<file path="src/rtl/div_unit_if.sv">
// rtl/div_unit_if.sv - request/result signal bundle for the signed divider
interface div_unit_if;
  logic        start;
  logic [31:0] dividend;
  logic [31:0] divisor;
  logic        busy;
  logic        done;
  logic        div0;
  logic [31:0] hi;
  logic [31:0] lo;

  modport master (
    output start, dividend, divisor,
    input  busy, done, div0, hi, lo
  );

  modport slave (
    input  start, dividend, divisor,
    output busy, done, div0, hi, lo
  );
endinterface

</file>
<file path="src/rtl/div_unit.sv">
// rtl/div_unit.sv - 32-bit signed restoring divider, quotient to lo, remainder to hi
module div_unit (
  input logic       clk,
  input logic       reset,
  div_unit_if.slave bus
);

  typedef enum logic [1:0] {IDLE, RUN, FIX} state_t;

  state_t      state, state_nx;
  logic [5:0]  count;
  logic [31:0] rem, quo, dsr;
  logic        dvd_neg, sign_diff;
  logic [31:0] hi_r, lo_r;
  logic        done_r, div0_r;

  logic        accept, accept_zero, step, finish;
  logic [31:0] dvd_abs, dsr_abs;
  logic [31:0] rem_sh;
  logic [32:0] trial;

  assign dvd_abs = bus.dividend[31] ? (~bus.dividend + 32'd1) : bus.dividend;
  assign dsr_abs = bus.divisor[31]  ? (~bus.divisor  + 32'd1) : bus.divisor;

  // rem stays below dsr (at most 2^31), so its top bit is always clear before the shift
  assign rem_sh = {rem[30:0], quo[31]};
  assign trial  = {1'b0, rem_sh} - {1'b0, dsr};

  always_comb begin
    state_nx    = state;
    accept      = 1'b0;
    accept_zero = 1'b0;
    step        = 1'b0;
    finish      = 1'b0;
    case (state)
      IDLE: begin
        if (bus.start) begin
          if (bus.divisor == 32'd0) begin
            accept_zero = 1'b1;
          end else begin
            accept   = 1'b1;
            state_nx = RUN;
          end
        end
      end
      RUN: begin
        step = 1'b1;
        if (count == 6'd31) state_nx = FIX;
      end
      FIX: begin
        finish   = 1'b1;
        state_nx = IDLE;
      end
      default: state_nx = IDLE;
    endcase
  end

  always_ff @(posedge clk or negedge reset) begin
    if (!reset) state <= IDLE;
    else        state <= state_nx;
  end

  always_ff @(posedge clk or negedge reset) begin
    if (!reset) begin
      count     <= 6'd0;
      rem       <= 32'd0;
      quo       <= 32'd0;
      dsr       <= 32'd0;
      dvd_neg   <= 1'b0;
      sign_diff <= 1'b0;
      hi_r      <= 32'd0;
      lo_r      <= 32'd0;
      done_r    <= 1'b0;
      div0_r    <= 1'b0;
    end else begin
      done_r <= 1'b0;
      if (accept) begin
        rem       <= 32'd0;
        quo       <= dvd_abs;
        dsr       <= dsr_abs;
        dvd_neg   <= bus.dividend[31];
        sign_diff <= bus.dividend[31] ^ bus.divisor[31];
        count     <= 6'd0;
        div0_r    <= 1'b0;
      end
      if (accept_zero) begin
        div0_r <= 1'b1;
        done_r <= 1'b1;
      end
      if (step) begin
        rem   <= trial[32] ? rem_sh : trial[31:0];
        quo   <= {quo[30:0], ~trial[32]};
        count <= count + 6'd1;
      end
      if (finish) begin
        lo_r   <= sign_diff ? (~quo + 32'd1) : quo;
        hi_r   <= dvd_neg   ? (~rem + 32'd1) : rem;
        done_r <= 1'b1;
      end
    end
  end

  assign bus.busy = (state == RUN) || (state == FIX);
  assign bus.done = done_r;
  assign bus.div0 = div0_r;
  assign bus.hi   = hi_r;
  assign bus.lo   = lo_r;

endmodule
</file>
<file path="src/flat_wrapper.sv">
// flat-port wrapper written by rule: the top's interface ports become plain ports
module div_unit_flat 
  (clk, reset, bus_start, bus_dividend, bus_divisor, bus_busy, bus_done, bus_div0, bus_hi, bus_lo);
  div_unit_if bus_i ();
  input logic clk;
  input logic reset;
  input wire logic [$bits(bus_i.start)-1:0] bus_start;
  input wire logic [$bits(bus_i.dividend)-1:0] bus_dividend;
  input wire logic [$bits(bus_i.divisor)-1:0] bus_divisor;
  output wire logic [$bits(bus_i.busy)-1:0] bus_busy;
  output wire logic [$bits(bus_i.done)-1:0] bus_done;
  output wire logic [$bits(bus_i.div0)-1:0] bus_div0;
  output wire logic [$bits(bus_i.hi)-1:0] bus_hi;
  output wire logic [$bits(bus_i.lo)-1:0] bus_lo;
  assign bus_i.start = bus_start;
  assign bus_i.dividend = bus_dividend;
  assign bus_i.divisor = bus_divisor;
  assign bus_busy = bus_i.busy;
  assign bus_done = bus_i.done;
  assign bus_div0 = bus_i.div0;
  assign bus_hi = bus_i.hi;
  assign bus_lo = bus_i.lo;
  div_unit u_core (.clk(clk), .reset(reset), .bus(bus_i));
endmodule
</file>
<file path="config.mk">
export PLATFORM = sky130hd
export DESIGN_NAME = div_unit_flat
export DESIGN_NICKNAME = d
export VERILOG_FILES = /design/src/rtl/div_unit_if.sv /design/src/rtl/div_unit.sv /design/src/flat_wrapper.sv
export SDC_FILE = /design/constraint.sdc
export NUM_CORES = 1
export LEC_CHECK = 0
export BUFFER_PORTS_ARGS = -buffer_cell sky130_fd_sc_hd__buf_4
export CAP_MARGIN = 0
export CORE_UTILIZATION = 50
export DETAILED_ROUTE_END_ITERATION = 7
export PLACE_DENSITY = 0.68
export SYNTH_ARGS = -nofsm -noshare
export SYNTH_HDL_FRONTEND = slang
export SYNTH_SLANG_ARGS = --single-unit
</file>
<file path="constraint.sdc">
create_clock -name clk -period 3.6 [get_ports clk]
set_input_delay 0.54 -clock clk [delete_from_list [all_inputs] [get_ports clk]]
set_output_delay 0.54 -clock clk [all_outputs]
set_load 0.02 [all_outputs]
</file>
==> impl_metrics.env <==
export IMPL_grt_use_total_pct=24.5
export IMPL_required_ps=3920
export IMPL_placed_area_mm2=0.0125
export IMPL_cp_slowest_stage_delay_ps=400
export IMPL_synth_edf_count=0
export IMPL_dp_hpwl_um=19700
export IMPL_fin_skew_ps=9.85
export IMPL_multi_input_area_mm2=0.00632
export IMPL_clk_pin_slew_ps=70
export IMPL_grt_overflow=0
export IMPL_regArea_mm2=0.00430
export IMPL_synth_distinct_cells=60
export IMPL_cts_resized=0
export IMPL_hold_viol=0
export IMPL_grt_antenna_before_repair=0
export IMPL_yosysMostFrequentCell="nand2_1"
export IMPL_cts_buffers=17
export IMPL_syn_area_per_cell_um2=8.48
export IMPL_yosysTopAreaCell="dfrtp_1"
export IMPL_htreeDepth=4
export IMPL_power_density_mw_per_mm2=896
export IMPL_viasPerCell=5.59
export IMPL_clock_fmax_mhz=294
export IMPL_hold_ws_ps=116
export IMPL_cp_arrival_ps=3720
export IMPL_path_class="register to register"
export IMPL_min_path_type="input pin to asynchronous set/reset pin"
export IMPL_outcome="completed"
export IMPL_synthCells=1306
export IMPL_place_congestion=0.870
export IMPL_vias=9607
export IMPL_rows=54
export IMPL_antenna_left=0
export IMPL_synth_net_count=1416
export IMPL_report_final_setup_viol=0
export IMPL_start_util_pct=50.9
export IMPL_grt_pass1_vias=8693
export IMPL_fp_dieH_um=151
export IMPL_post_cts_setup_buffer_count=0
export IMPL_end_kind="register"
export IMPL_nFillCells=1978
export IMPL_crit_fanout=16
export IMPL_drt_pass1_iter_count=5
export IMPL_ys_seq_area_share_pct=38.9
export IMPL_leakagePower_uw=0.00599
export IMPL_worst_pin_slew_ps=974
export IMPL_cts_path_max_buffers=2
export IMPL_die_area_mm2=0.0227
export IMPL_ir_drop_v=0.000415
export IMPL_stdcell_count=1719
export IMPL_area_growth_pct=18.3
export IMPL_stdcell_area_mm2=0.0131
export IMPL_io_buffers=133
export IMPL_grt_max_degree=74
export IMPL_antenna_diode_count=0
export IMPL_cp_cell_sequence="inv_1 -> ha_1 -> fa_1 -> nand2b_1 -> a21oi_1 -> o41a_1 -> a2bb2oi_2 -> o31ai_4 -> a311oi_2 -> o311ai_4 -> buf_12 -> mux2_2 -> a22o_1"
export IMPL_cts_tree="yes"
export IMPL_synth_top_area_share_pct=38.9
export IMPL_period_needed_ps=3400
export IMPL_synth_main_ff_cell="dfrtp_1"
export IMPL_ys_ff_latch=172
export IMPL_routedWlPerCell_um=15.8
export IMPL_wl_um=27100
export IMPL_hold_buffers=0
export IMPL_finalPower_uw=11700
export IMPL_final_util_pct=60.2
export IMPL_synthArstFlopShare_pct=100
export IMPL_core_area_mm2=0.0218
export IMPL_die_w_um=151
export IMPL_worstSkewPairLatency_ps=430
export IMPL_io_pins=134
export IMPL_slew_viol_final=0
export IMPL_cap_violations=0
export IMPL_fin_nets=1536
export IMPL_dp_cells=1686
export IMPL_relSlewSlack_pct=35.1
export IMPL_synthTopCellsByCount="nand2_1, dfrtp_1, a21oi_1, nor2_1, o21ai_0"
export IMPL_drt_initial_drc_count=596
export IMPL_clock_sinks=172
export IMPL_finalCritPeriodShare_pct=94.4
export IMPL_grt_pass1_wl_um=44100
export IMPL_worstSetupStartpointType="register"
export IMPL_drive_gt1_share_pct=16.4
export IMPL_crit_slowest_cell="fa_1"
export IMPL_yosysWarnings=0
export IMPL_drc=0
export IMPL_clockRootBuffer="clkbuf_16"
export IMPL_synth_area_leaders="dfrtp_1, xor2_1, nand2_1"
export IMPL_syn_cell_area_mm2=0.0111
## logic make-up after synthesis
logic type	synth area share, %
compound gates	21.1
xor+xnor	11.8
fa+ha+maj	4.93
buf+inv	4.49
flops	38.9
mux	2.35
simple gates	16.5
## cells in the final DEF (no fill, tap or decap), types with 5 or more instances in the layout
cell and count:
nor2b_1 6, or4_1 12, clkinvlp_4 5, nor4_1 9
buf_12 6, nand2_1 180, buf_4 161, or3_1 15
nor3_1 9, o21ai_0 110, xor2_1 96, mux2_2 16
ha_1 40, o21ai_1 35, o31ai_1 38, clkbuf_16 18
o211ai_1 17, mux2i_1 8, inv_1 52, o41ai_1 20
a31oi_1 8, a21o_1 13, o21a_1 7, nor2_1 117
nand3_1 18, xnor2_1 53, dfrtp_1 172, a21oi_1 123
nand2b_1 10
## path summary, 6_finish.rpt
| path | slack (ps) | depth (start not counted) | startpoint | to |
|---|---|---|---|---|
| hold / removal | 120 | 1 | reset | u_core.bus.hi[5]$_DFFE_PN0P_ |
| setup / recovery | 200 | 13 | u_core.quo[31]$_DFFE_PN0P_ | u_core.rem[16]$_DFFE_PN0P_ |
| setup reg to reg | 200 | 13 | u_core.quo[31]$_DFFE_PN0P_ | u_core.rem[16]$_DFFE_PN0P_ |
| max in group asynchronous | 2580 | 2 | reset | u_core.bus.hi[30]$_DFFE_PN0P_ |
| min in group clk | 400 | 3 | bus_divisor[21] | u_core.dsr[21]$_DFFE_PN0P_ |
| hold reg to reg | 480 | 2 | u_core.dsr[27]$_DFFE_PN0P_ | u_core.dsr[27]$_DFFE_PN0P_ |
## where the power goes
part	total [µW]	switching (µW)	internal, µW	leakage, µW
Sequential	3240	705	2530	0.00225
Combinational	6740	3790	2940	0.00347
Clock	1770	795	972	0.000262
Total	11700	5290	6450	0.00599
## registers in the layout, summed over array words and instances, names as in the netlist
signal	flops
u_core.bus.div0	1
u_core.bus.done	1
u_core.bus.hi	32
u_core.bus.lo	32
u_core.count	6
u_core.dsr	32
u_core.dvd_neg	1
u_core.quo	32
u_core.rem	32
u_core.sign_diff	1
u_core.state	2
## final cells by class
cell class | instances | share of cell area, %
Tap cell | 280 | 2.67
Clock inverter | 13 | 0.898
Clock buffer | 19 | 3.38
Inverter | 52 | 1.49
Timing Repair Buffer | 169 | 10.4
Sequential cell | 172 | 32.9
Multi-Input combinational cell | 1014 | 48.3
## stage by stage
step / worst slack, ps / setup TNS [ps]
after floorplan: 271 / 0
after global placement: 232 / 0
after detailed placement: 181 / 0
after CTS: 160 / 0
after global routing: -11.0 / -17.6
final: 203 / 0
## layer usage
layer | wire (µm) | track usage, % | share of wire, % | vias up
met3 | 1310 | 2.89 | 4.8 | 27
met5 | 0 | 0 | 0 | -
met1 | 13700 | 37.8 | 51 | 4511
met4 | 319 | 6.30 | 1.2 | 0
li1 | - | - | - | 4814
met2 | 11800 | 36.0 | 43 | 255
## critical path, delay by kind of cell (launching register included)
| kind | cells | cell delay [ps] |
|---|---|---|
| AO/OA/AOI/OAI | 7 | 1510 |
| adder cells (fa/ha/maj) | 2 | 600 |
| flip-flops | 1 | 370 |
| multiplexers | 1 | 330 |
| buffers and inverters | 2 | 300 |
| AND/OR/NAND/NOR | 1 | 190 |
Note: power is estimated with default switching activity, not from simulation.
